<file path="config.mk">
export PLATFORM = sky130hd
export DESIGN_NAME = register_sipo_rx
export DESIGN_NICKNAME = d
export VERILOG_FILES = /design/src/rtl/register_pkg.sv /design/src/rtl/bit_counter.sv /design/src/rtl/register_sipo_rx.sv
export SDC_FILE = /design/constraint.sdc
export NUM_CORES = 1
export LEC_CHECK = 0
export ABC_AREA = 1
export CORE_AREA = 10 10 47 49
export DETAILED_ROUTE_END_ITERATION = 6
export DIE_AREA = 0 0 57 59
export GPL_TIMING_DRIVEN = 1
export PLACE_DENSITY_LB_ADDON = 0.08
export SETUP_SLACK_MARGIN = 0.05
export SYNTH_ARGS = -nofsm -noshare
export SYNTH_HDL_FRONTEND = slang
export SYNTH_HIERARCHICAL = 1
export SYNTH_SLANG_ARGS = --single-unit
</file>
<file path="constraint.sdc">
create_clock -name clk -period 2.28 [get_ports clk]
set_input_delay 0.456 -clock clk [delete_from_list [all_inputs] [get_ports clk]]
set_output_delay 0.456 -clock clk [all_outputs]
set_load 0.02 [all_outputs]
</file>
<file path="src/rtl/register_pkg.sv">
// Shared definitions for the serial link receiver: default word width,
// FSM state encoding and reset values for the parallel output.
package register_pkg;

   localparam int DEFAULT_WIDTH = 4;

   typedef enum logic {
      ST_IDLE  = 1'b0,
      ST_SHIFT = 1'b1
   } rx_state_e;

   localparam logic [DEFAULT_WIDTH-1:0] PD_OUT_RST = 4'b0000;

endpackage : register_pkg

</file>
<file path="src/rtl/bit_counter.sv">
// Bit position counter for the receiver: counts qualified bits, wraps to
// zero after the terminal count WIDTH-1, and supports a synchronous clear.
module bit_counter #(
   parameter int WIDTH = 4,
   parameter int CNT_W = $clog2(WIDTH)
) (
   input  logic clk,
   input  logic reset,
   input  logic inc_i,
   input  logic clr_i,
   output logic tc_o
);

   logic [CNT_W-1:0] count_q;
   logic [CNT_W-1:0] count_d;
   logic             tc_s;

   assign tc_s = (count_q == CNT_W'(WIDTH - 1));
   assign tc_o = tc_s;

   // Next count: clear wins over increment; the terminal count wraps to zero.
   always_comb begin
      count_d = count_q;
      if (clr_i) begin
         count_d = '0;
      end else if (inc_i) begin
         if (tc_s) begin
            count_d = '0;
         end else begin
            count_d = count_q + CNT_W'(1);
         end
      end else begin
         count_d = count_q;
      end
   end

   // Count register.
   always_ff @(posedge clk or negedge reset) begin
      if (!reset) begin
         count_q <= '0;
      end else begin
         count_q <= count_d;
      end
   end

endmodule : bit_counter

</file>
<file path="src/rtl/register_sipo_rx.sv">
// Serial-in parallel-out receiver: assembles WIDTH bits (MSB first) into a
// held word with a valid/ack handshake and a sticky overrun flag.
module register_sipo_rx
   import register_pkg::*;
#(
   parameter int WIDTH = DEFAULT_WIDTH,
   parameter int CNT_W = $clog2(WIDTH)
) (
   input  logic             clk,
   input  logic             reset,
   input  logic             d_in,
   input  logic             en,
   input  logic             clr,
   input  logic             ack,
   output logic [WIDTH-1:0] pd_out,
   output logic             valid,
   output logic             busy,
   output logic             overrun
);

   localparam logic [WIDTH-1:0] PD_RST = WIDTH'(PD_OUT_RST);

   rx_state_e        state_q, state_d;
   logic [WIDTH-1:0] sr_q, sr_d;
   logic [WIDTH-1:0] pd_q, pd_d;
   logic             valid_q, valid_d;
   logic             overrun_q, overrun_d;
   logic             shift_s;
   logic             tc_s;
   logic             complete_s;

   assign shift_s    = en && !clr;
   assign complete_s = shift_s && tc_s;

   bit_counter #(
      .WIDTH (WIDTH),
      .CNT_W (CNT_W)
   ) u_bit_counter (
      .clk   (clk),
      .reset (reset),
      .inc_i (shift_s),
      .clr_i (clr),
      .tc_o  (tc_s)
   );

   // FSM next state; clr overrides any bit arriving on the same edge.
   always_comb begin
      state_d = state_q;
      if (clr) begin
         state_d = ST_IDLE;
      end else if (en) begin
         case (state_q)
            ST_IDLE:  state_d = ST_SHIFT;
            ST_SHIFT: state_d = tc_s ? ST_IDLE : ST_SHIFT;
            default:  state_d = ST_IDLE;
         endcase
      end else begin
         state_d = state_q;
      end
   end

   // Datapath and handshake next values.
   always_comb begin
      sr_d      = sr_q;
      pd_d      = pd_q;
      valid_d   = valid_q;
      overrun_d = overrun_q;
      if (clr) begin
         sr_d = '0;
      end else if (shift_s) begin
         sr_d = {sr_q[WIDTH-2:0], d_in};
      end else begin
         sr_d = sr_q;
      end
      if (complete_s) begin
         pd_d    = {sr_q[WIDTH-2:0], d_in};
         valid_d = 1'b1;
      end else if (ack && valid_q) begin
         valid_d = 1'b0;
      end else begin
         valid_d = valid_q;
      end
      // An ack on the completion edge frees the slot, so no overrun then.
      if (clr) begin
         overrun_d = 1'b0;
      end else if (complete_s && valid_q && !ack) begin
         overrun_d = 1'b1;
      end else begin
         overrun_d = overrun_q;
      end
   end

   // State and datapath registers.
   always_ff @(posedge clk or negedge reset) begin
      if (!reset) begin
         state_q   <= ST_IDLE;
         sr_q      <= '0;
         pd_q      <= PD_RST;
         valid_q   <= 1'b0;
         overrun_q <= 1'b0;
      end else begin
         state_q   <= state_d;
         sr_q      <= sr_d;
         pd_q      <= pd_d;
         valid_q   <= valid_d;
         overrun_q <= overrun_d;
      end
   end

   assign pd_out  = pd_q;
   assign valid   = valid_q;
   assign busy    = (state_q == ST_SHIFT);
   assign overrun = overrun_q;

endmodule : register_sipo_rx

</file>
==> impl_metrics.ini, run 1 <==
[pwr]
power_density_nw_per_um2 = 654
total_power_w = 0.000455
peakVddDrop_mv = 0.318
power.leakage_nw = 0.367

[timing]
rsz0062_at_grt = false
tns_ps = 0
slew-limit-headroom = 0.633
period_needed_ps = 1720
hold_viol_final = 0
setup_viol = 0
clock.fmax_mhz = 582
finClkSkew_ps = 2.93
worst_pin_slew_ps = 548
post-route-period-util = 0.754
slew_viol_final = 0

[synthesis]
seq_area_frac_synth = 0.578
syn_nets = 65
ys_types = 12
synth_area_leaders = dfrtp_1 (58%), nand2_1 (17%), nand4_1 (4.8%), inv_1 (3.6%), nor2_1 (3.6%)
avgSynthCellArea_um2 = 8.95
yosys.area.top_type = dfrtp_1
yosysTopAreaCellShare = 0.578
netlist_area_um2 = 519
yosys_warnings = 6
synth_seq_cells = 12
netlist_instances = 58

[global_routing]
grt_overflow = 0
grt_max_degree = 13
grt_antenna_before_repair = 0
met2_usage = 0.112
grt.met1_usage = 0.0842
grt_pass1_wl_mm = 2.06
grtUsageMet3 = 0.0429
grt-busiest-layer = met2
first_global_vias = 463
grt.total_usage = 0.0794

[die]
die_x_um = 57
die_h_um = 59
rows = 14
coreArea_um2 = 1400
io_pins = 13
dieArea_um2 = 3360
start_util = 0.371

[clocking]
cts_made_buffers = 3
clk_latency_ps = 280
ctsResizeCount = 0
cts_sinks = 12
cts_hold_buffers = 0
clk_pin_slew_ps = 80
cts_tree = done
root_buffer = clkbuf_4
cts_buffer_depth = 2
post_cts_buffers = 0
htree_levels = 1

[critical_path]
critPathBufInv = 1
cp_cell_sequence = clkdlybuf4s50_1
crit_arrival_ps = 1260
slowest_delay_ps = 610
cp-end-kind = primary output
crit_fanout = 3
critPathTopFamily = buffers and inverters
start_kind = flop
slowest_stage = clkdlybuf4s50_1
crit_type = reg2out
crit_required_ps = 1820

[place]
port_buffers = 12
place.gp.congestion = 0.757
dpl_cell_area_um2 = 659
hpwl_um = 807

[route]
wire_per_inst_um = 11.6
drt_iter0_markers = 8
firstDrtPassIters = 4
drc = 0
vias = 413
ant_nets = 0
wl_mm = 1.05
viasPerCell = 4.59

[layout]
drive_gt1_frac = 0.108
fin_nets = 82
area_growth_pct = 34.0
fin_area_um2 = 696
n_antenna_cell = 0

[min_path]
hold_class = reg2reg

[outcome]
run_status = finished clean

[job]
drv_cap = 0
==> routing by layer <==
layer  wire, µm  vias up
met4         29        0
met2        427       12
met1        480      180
met5          0        -
li1           -      217
met3        108        4
==> layout make-up <==
cell class	count	area (µm²)
clock buffers	4	36.3
fillers	155	706
inverters	6	22.5
multi-input cells	40	196
flip-flops and latches	12	300
well taps	16	20.0
repair buffers	12	120
==> layout by cell type, fill, tap and decap left out, drive strengths merged <==
cell type / count
nand2: 25
dfrtp: 12
clkdlybuf4s50: 12
inv: 6
nor2: 5
nand4: 4
clkbuf: 4
nand3: 3
o21bai: 1
o21ai: 1
ha: 1
==> path summary, 6_finish.rpt <==
path	start	end	slack, ps	cells past startpoint
worst max-delay path	busy	busy	560	1
worst min-delay path	pd_out[2]	pd_out[2]	480	2
worst max register to register	u_bit_counter/count_q[0]	pd_out[3]	1190	4
worst min register to register	pd_out[2]	pd_out[2]	480	2
max in group asynchronous	reset	pd_out[2]	1390	1
min in group asynchronous	reset	valid	530	1
==> through the flow <==
stage	util	hold WS, ps	setup WS, ps	std cells
2_1_floorplan	-	160	1230	58
3_3_place_gp	0.471	455	637	86
3_5_place_dp	0.471	459	643	86
4_1_cts	0.496	479	534	90
5_1_grt	0.496	513	487	90
6_report	0.496	476	562	90
==> kinds of logic after synthesis <==
kind of cell,share of synthesized area
buffers and inverters,0.0434
flip-flops,0.578
adder cells (fa/ha/maj),0.0241
AO/OA/AOI/OAI,0.0313
AND/OR/NAND/NOR,0.323
==> flip-flops by register name, indices dropped and copies added (netlist names) <==
register and cells:
valid 1, overrun 1, busy 1, pd_out 4, sr_q 3, u_bit_counter/count_q 2
==> synth_stat cells <==
master,instances
inv_2,1
o21ai_1,1
inv_1,5
nand4_1,4
nand3_1,2
nor2_1,5
ha_1,1
dfrtp_1,12
nand2_2,1
nand2_1,24
nand3_4,1
o21bai_2,1
==> report_power, final <==
part / switching (W) / internal (W) / total [W] / leakage [nW]
clock: 0.0000744 / 0.0000972 / 0.000172 / 0.0210
sequential: 0.00000647 / 0.000223 / 0.000229 / 0.163
combinational: 0.0000299 / 0.0000242 / 0.0000541 / 0.183
total: 0.000111 / 0.000344 / 0.000455 / 0.367
(Power assumes the default switching activity.)
==> inputs of run 2 (changes only) <==
--- a/config.mk
+++ b/config.mk
@@ -6,9 +6,9 @@
 export NUM_CORES = 1
 export LEC_CHECK = 0
 export ABC_AREA = 1
-export CORE_AREA = 10 10 47 49
+export CORE_MARGIN = 10
+export CORE_UTILIZATION = 40
 export DETAILED_ROUTE_END_ITERATION = 6
-export DIE_AREA = 0 0 57 59
 export GPL_TIMING_DRIVEN = 1
 export PLACE_DENSITY_LB_ADDON = 0.08
 export SETUP_SLACK_MARGIN = 0.05
==> constraint.sdc (replaced) <==
create_clock -name clk -period 1.4 [get_ports clk]
set_input_delay 0.28 -clock clk [delete_from_list [all_inputs] [get_ports clk]]
set_output_delay 0.28 -clock clk [all_outputs]
set_load 0.02 [all_outputs]
==> impl_metrics.ini, run 2 (synthesized netlist as in run 1, its figures left out) <==
[layout]
fin_area_um2 = 714
num-fill-cells = 107
n_antenna_cell = 0
fin_nets = 86
layout_commonest_cell = nand2_1
ff_latch_area_um2 = 300
area_growth_pct = 37.6
mostFrequentLayoutCells = nand2_1 (24), dfrtp_1 (12), dlygate4sd2_1 (7)
drive_gt1_frac = 0.154
multi_input_area_um2 = 196
largest_reg_flops = 4

[timing]
finClkSkew_ps = 4.91
rsz0062_at_grt = false
clock.fmax_mhz = 797
worst_pin_slew_ps = 299
period_needed_ps = 1250
tns_ps = 0
setup_viol = 0
hold_viol_final = 0
slew-limit-headroom = 0.801
slew_viol_final = 0
post-route-period-util = 0.896

[die]
die_x_um = 56.0
io_pins = 13
coreArea_um2 = 1170
rows = 12
dieArea_um2 = 3140
start_util = 0.443
die_h_um = 56.0

[clocking]
htree_levels = 1
cts_tree = done
clk_pin_slew_ps = 70
cts_buffer_depth = 2
clk_latency_ps = 270
root_buffer = clkbuf_4
cts_sinks = 12
cts_made_buffers = 3
post_cts_buffers = 0

[route]
wire_per_inst_um = 10.8
wl_um = 989
vias = 416
drc = 0
firstDrtPassIters = 3
ant_nets = 0
viasPerCell = 4.52
drt_iter0_markers = 16

[global_routing]
grt.total_usage = 0.0665
grt_max_degree = 13
grt_overflow = 0
grt_pass1_wl_mm = 1.73
first_global_vias = 407
grt_antenna_before_repair = 0

[critical_path]
cp-end-kind = primary output
crit_required_ps = 1120
critPathBufInv = 1
cp_cell_sequence = dlygate4sd2_1
timing.rr.start = u_bit_counter/count_q[0]
critPathTopFamily = flip-flops
cp-startpoint = overrun
crit_arrival_ps = 970
slowest_delay_ps = 380
crit_fanout = 2
slowest_stage = dfrtp_1
crit_type = reg2out
rrSetupSlack_ps = 310
start_kind = flop

[place]
hpwl_um = 809
port_buffers = 12
dpl_cell_area_um2 = 687
place.gp.congestion = 0.813

[pwr]
peakVddDrop_mv = 0.681
power.leakage_nw = 0.417
power_density_nw_per_um2 = 1010

[job]
drv_cap = 0

[outcome]
run_status = finished clean

[min_path]
hold_class = in2async
-- run 2: cell types whose count changed in the layout (fill, tap and decap cells not counted) --
cell	previous run	this run
buf_4	0	4
dlygate4sd2_1	0	7
clkdlybuf4s50_1	12	5
-- run 2: what timing repair did --
item	in CTS	in global routing
hold buffers	0	0
endpoints found under the setup margin	7	0
gates resized for setup	7	0
-- run 2: worst paths after layout --
| check | end | cells after the start |
|---|---|---|
| min in group clk | pd_out[0] | 2 |
| hold reg to reg | pd_out[0] | 2 |
| setup reg to reg | pd_out[1] | 4 |
| max in group asynchronous | pd_out[1] | 2 |
| setup / recovery | overrun | 1 |
| hold / removal | pd_out[3] | 2 |
-- run 2: power breakdown --
group / internal, W / total, W / leakage [nW] / switching, W
Clock: 0.000158 / 0.000263 / 0.0210 / 0.000105
Sequential: 0.000363 / 0.000372 / 0.163 / 0.00000912
Combinational: 0.0000400 / 0.0000907 / 0.233 / 0.0000506
Total: 0.000561 / 0.000725 / 0.417 / 0.000164
-- run 2: cell type report --
class / instances / share of cell area
Clock buffer: 4 / 0.0508
Tap cell: 14 / 0.0245
Sequential cell: 12 / 0.420
Multi-Input combinational cell: 40 / 0.275
Inverter: 6 / 0.0315
Timing Repair Buffer: 16 / 0.198
-- run 2: layer usage --
| metal | part of all wire | global-route usage | vias to the layer above |
|---|---|---|---|
| met5 | 0 | 0 | - |
| met4 | 0.0091 | 0.0102 | 0 |
| met3 | 0.12 | 0.0615 | 2 |
| met2 | 0.43 | 0.0961 | 12 |
| met1 | 0.45 | 0.0710 | 178 |
| li1 | - | - | 224 |
-- run 2: stage by stage --
| stage | power (W) | setup WS [ps] | hold slack [ps] | cells | util |
|---|---|---|---|---|---|
| after CTS | 0.000735 | 129 | 308 | 92 | 0.610 |
| after floorplan | 0.000419 | 422 | -15.6 | 58 | - |
| after detailed placement | 0.000478 | 40.0 | 458 | 88 | 0.587 |
| after global placement | 0.000478 | 58.4 | 455 | 88 | 0.587 |
| final | 0.000725 | 146 | 305 | 92 | 0.610 |
| after global routing | 0.000766 | 94.4 | 307 | 92 | 0.610 |
==> inputs of run 3 (changes only) <==
--- a/config.mk
+++ b/config.mk
@@ -14,5 +14,4 @@
 export SETUP_SLACK_MARGIN = 0.05
 export SYNTH_ARGS = -nofsm -noshare
 export SYNTH_HDL_FRONTEND = slang
-export SYNTH_HIERARCHICAL = 1
 export SYNTH_SLANG_ARGS = --single-unit
==> impl_metrics.ini, run 3 <==
[synthesis]
netlist_instances = 55
async_flop_share = 1.00
netlist_area_um2 = 523
seq_area_frac_synth = 0.574
synth_area_leaders = dfrtp_1 (57%), nand2_1 (17%), nand3_1 (4.8%), nand4_1 (4.8%), buf_6 (4.3%)
ys_types = 13
synth_most_common_cell = nand2_1
synth_flop_cell = dfrtp_1
synth_edf_count = 0
synth_seq_cells = 12
yosys_warnings = 0
avgSynthCellArea_um2 = 9.51
syn_nets = 62
yosysTopAreaCellShare = 0.574
yosys-top-cells-count = nand2_1 (23), dfrtp_1 (12), nand3_1 (5)
yosys.area.top_type = dfrtp_1

[critical_path]
slowest_delay_ps = 390
cp_cell_sequence = dlygate4sd2_1
critPathTopFamily = flip-flops
crit_fanout = 3
cp-end-kind = primary output
slowest_stage = dfrtp_1
crit_type = reg2out
crit_arrival_ps = 980
crit_required_ps = 1120
start_kind = flop
critPathBufInv = 1

[global_routing]
grt_antenna_before_repair = 0
grt_overflow = 0
grt_max_degree = 13
grt_pass1_wl_mm = 1.68
grt.total_usage = 0.0640
first_global_vias = 398

[route]
vias = 404
wire_per_inst_um = 11.4
firstDrtPassIters = 4
viasPerCell = 4.81
drc = 0
ant_nets = 0
wl_um = 961
drt_iter0_markers = 4

[clocking]
cts_hold_buffers = 0
cts_made_buffers = 3
root_buffer = clkbuf_4
htree_levels = 1
clk_latency_ps = 270
cts_sinks = 12
post_cts_buffers = 0
cts_tree = done
clk_pin_slew_ps = 70
cts_buffer_depth = 2

[layout]
layout_commonest_cell = nand2_1
largest_reg_flops = 4
fin_nets = 79
mostFrequentLayoutCells = nand2_1 (23), dfrtp_1 (12), dlygate4sd2_1 (7)
drive_gt1_frac = 0.143
area_growth_pct = 27.5
num-fill-cells = 105
ff_latch_area_um2 = 300
multi_input_area_um2 = 189
n_antenna_cell = 0

[pwr]
peakVddDrop_mv = 0.553
power_density_nw_per_um2 = 993
power.leakage_nw = 0.380

[timing]
worst_pin_slew_ps = 229
rsz0062_at_grt = false
clock.fmax_mhz = 795
slew_viol_final = 0
hold_viol_final = 0
post-route-period-util = 0.898
period_needed_ps = 1260
setup_viol = 0
tns_ps = 0
worst_slack_ps = 143
finClkSkew_ps = 1.55
hold-worst-slack_ps = 310
slew-limit-headroom = 0.847

[die]
die_h_um = 56.2
dieArea_um2 = 3150
coreArea_um2 = 1170
rows = 12
start_util = 0.447
die_x_um = 56.2
io_pins = 13

[outcome]
run_status = finished clean

[place]
place_ws_ps = 71.7
hpwl_um = 783
place.gp.congestion = 0.748
port_buffers = 12

[min_path]
hold_class = in2async

[job]
drv_cap = 0
[run 3: cell count changes after synthesis, sizes merged]
| cell | before | now |
|---|---|---|
| inv | 6 | 3 |
| nand3 | 3 | 6 |
| nor2 | 5 | 2 |
| buf | 0 | 2 |
| nand2 | 25 | 23 |
[run 3: metal layers]
layer | GRT usage | vias up | share of wire
li1 | - | 211 | -
met3 | 0.0319 | 3 | 0.093
met5 | 0 | - | 0
met2 | 0.0819 | 13 | 0.40
met4 | 0.0410 | 0 | 0.028
met1 | 0.0807 | 177 | 0.48
[run 3: through the flow]
stage	util	cells	area, µm²	power, W
3_3_place_gp	0.558	81	653	0.000478
6_report	0.569	84	667	0.000662
5_1_grt	0.569	84	667	0.000694
2_1_floorplan	-	55	523	0.000428
3_5_place_dp	0.558	81	653	0.000478
4_1_cts	0.569	84	667	0.000674
[run 3: cell families (layout without fill, tap and decap cells)]
group                    count (synthesis)  after routing  synth area share
AO/OA/AOI/OAI                            2              2            0.0383
buffers and inverters                    5             20            0.0646
flip-flops                              12             12             0.574
adder cells (fa/ha/maj)                  1              1            0.0239
AND/OR/NAND/NOR                         35             35             0.299
[run 3: repair_timing]
item | CTS | global route
endpoints found under the setup margin | 7 | 0
hold endpoints to repair | 0 | 0
resized for setup | 7 | 0
[run 3: power by group]
part	switching, W	internal [W]	total (W)
Combinational	0.0000494	0.0000371	0.0000866
Clock	0.000102	0.0000995	0.000201
Sequential	0.0000105	0.000364	0.000375
Total	0.000162	0.000501	0.000662
[run 3: final timing paths]
path	start	endpoint	slack, ps	cells after the start
worst max-delay path	busy	busy	140	1
worst min-delay path	reset	pd_out[1]	310	2
worst max register to register	u_bit_counter.count_q[0]	pd_out[3]	310	4
worst min register to register	pd_out[1]	pd_out[1]	470	2
max in group asynchronous	reset	sr_q[1]	940	2
min in group clk	pd_out[1]	pd_out[1]	470	2
[run 3: cell type report]
type                       instances  area share
multi-input combinational         38       0.283
inverter                           3      0.0169
clock buffer                       3      0.0338
timing repair buffer              14       0.189
tap                               14      0.0263
sequential                        12       0.450
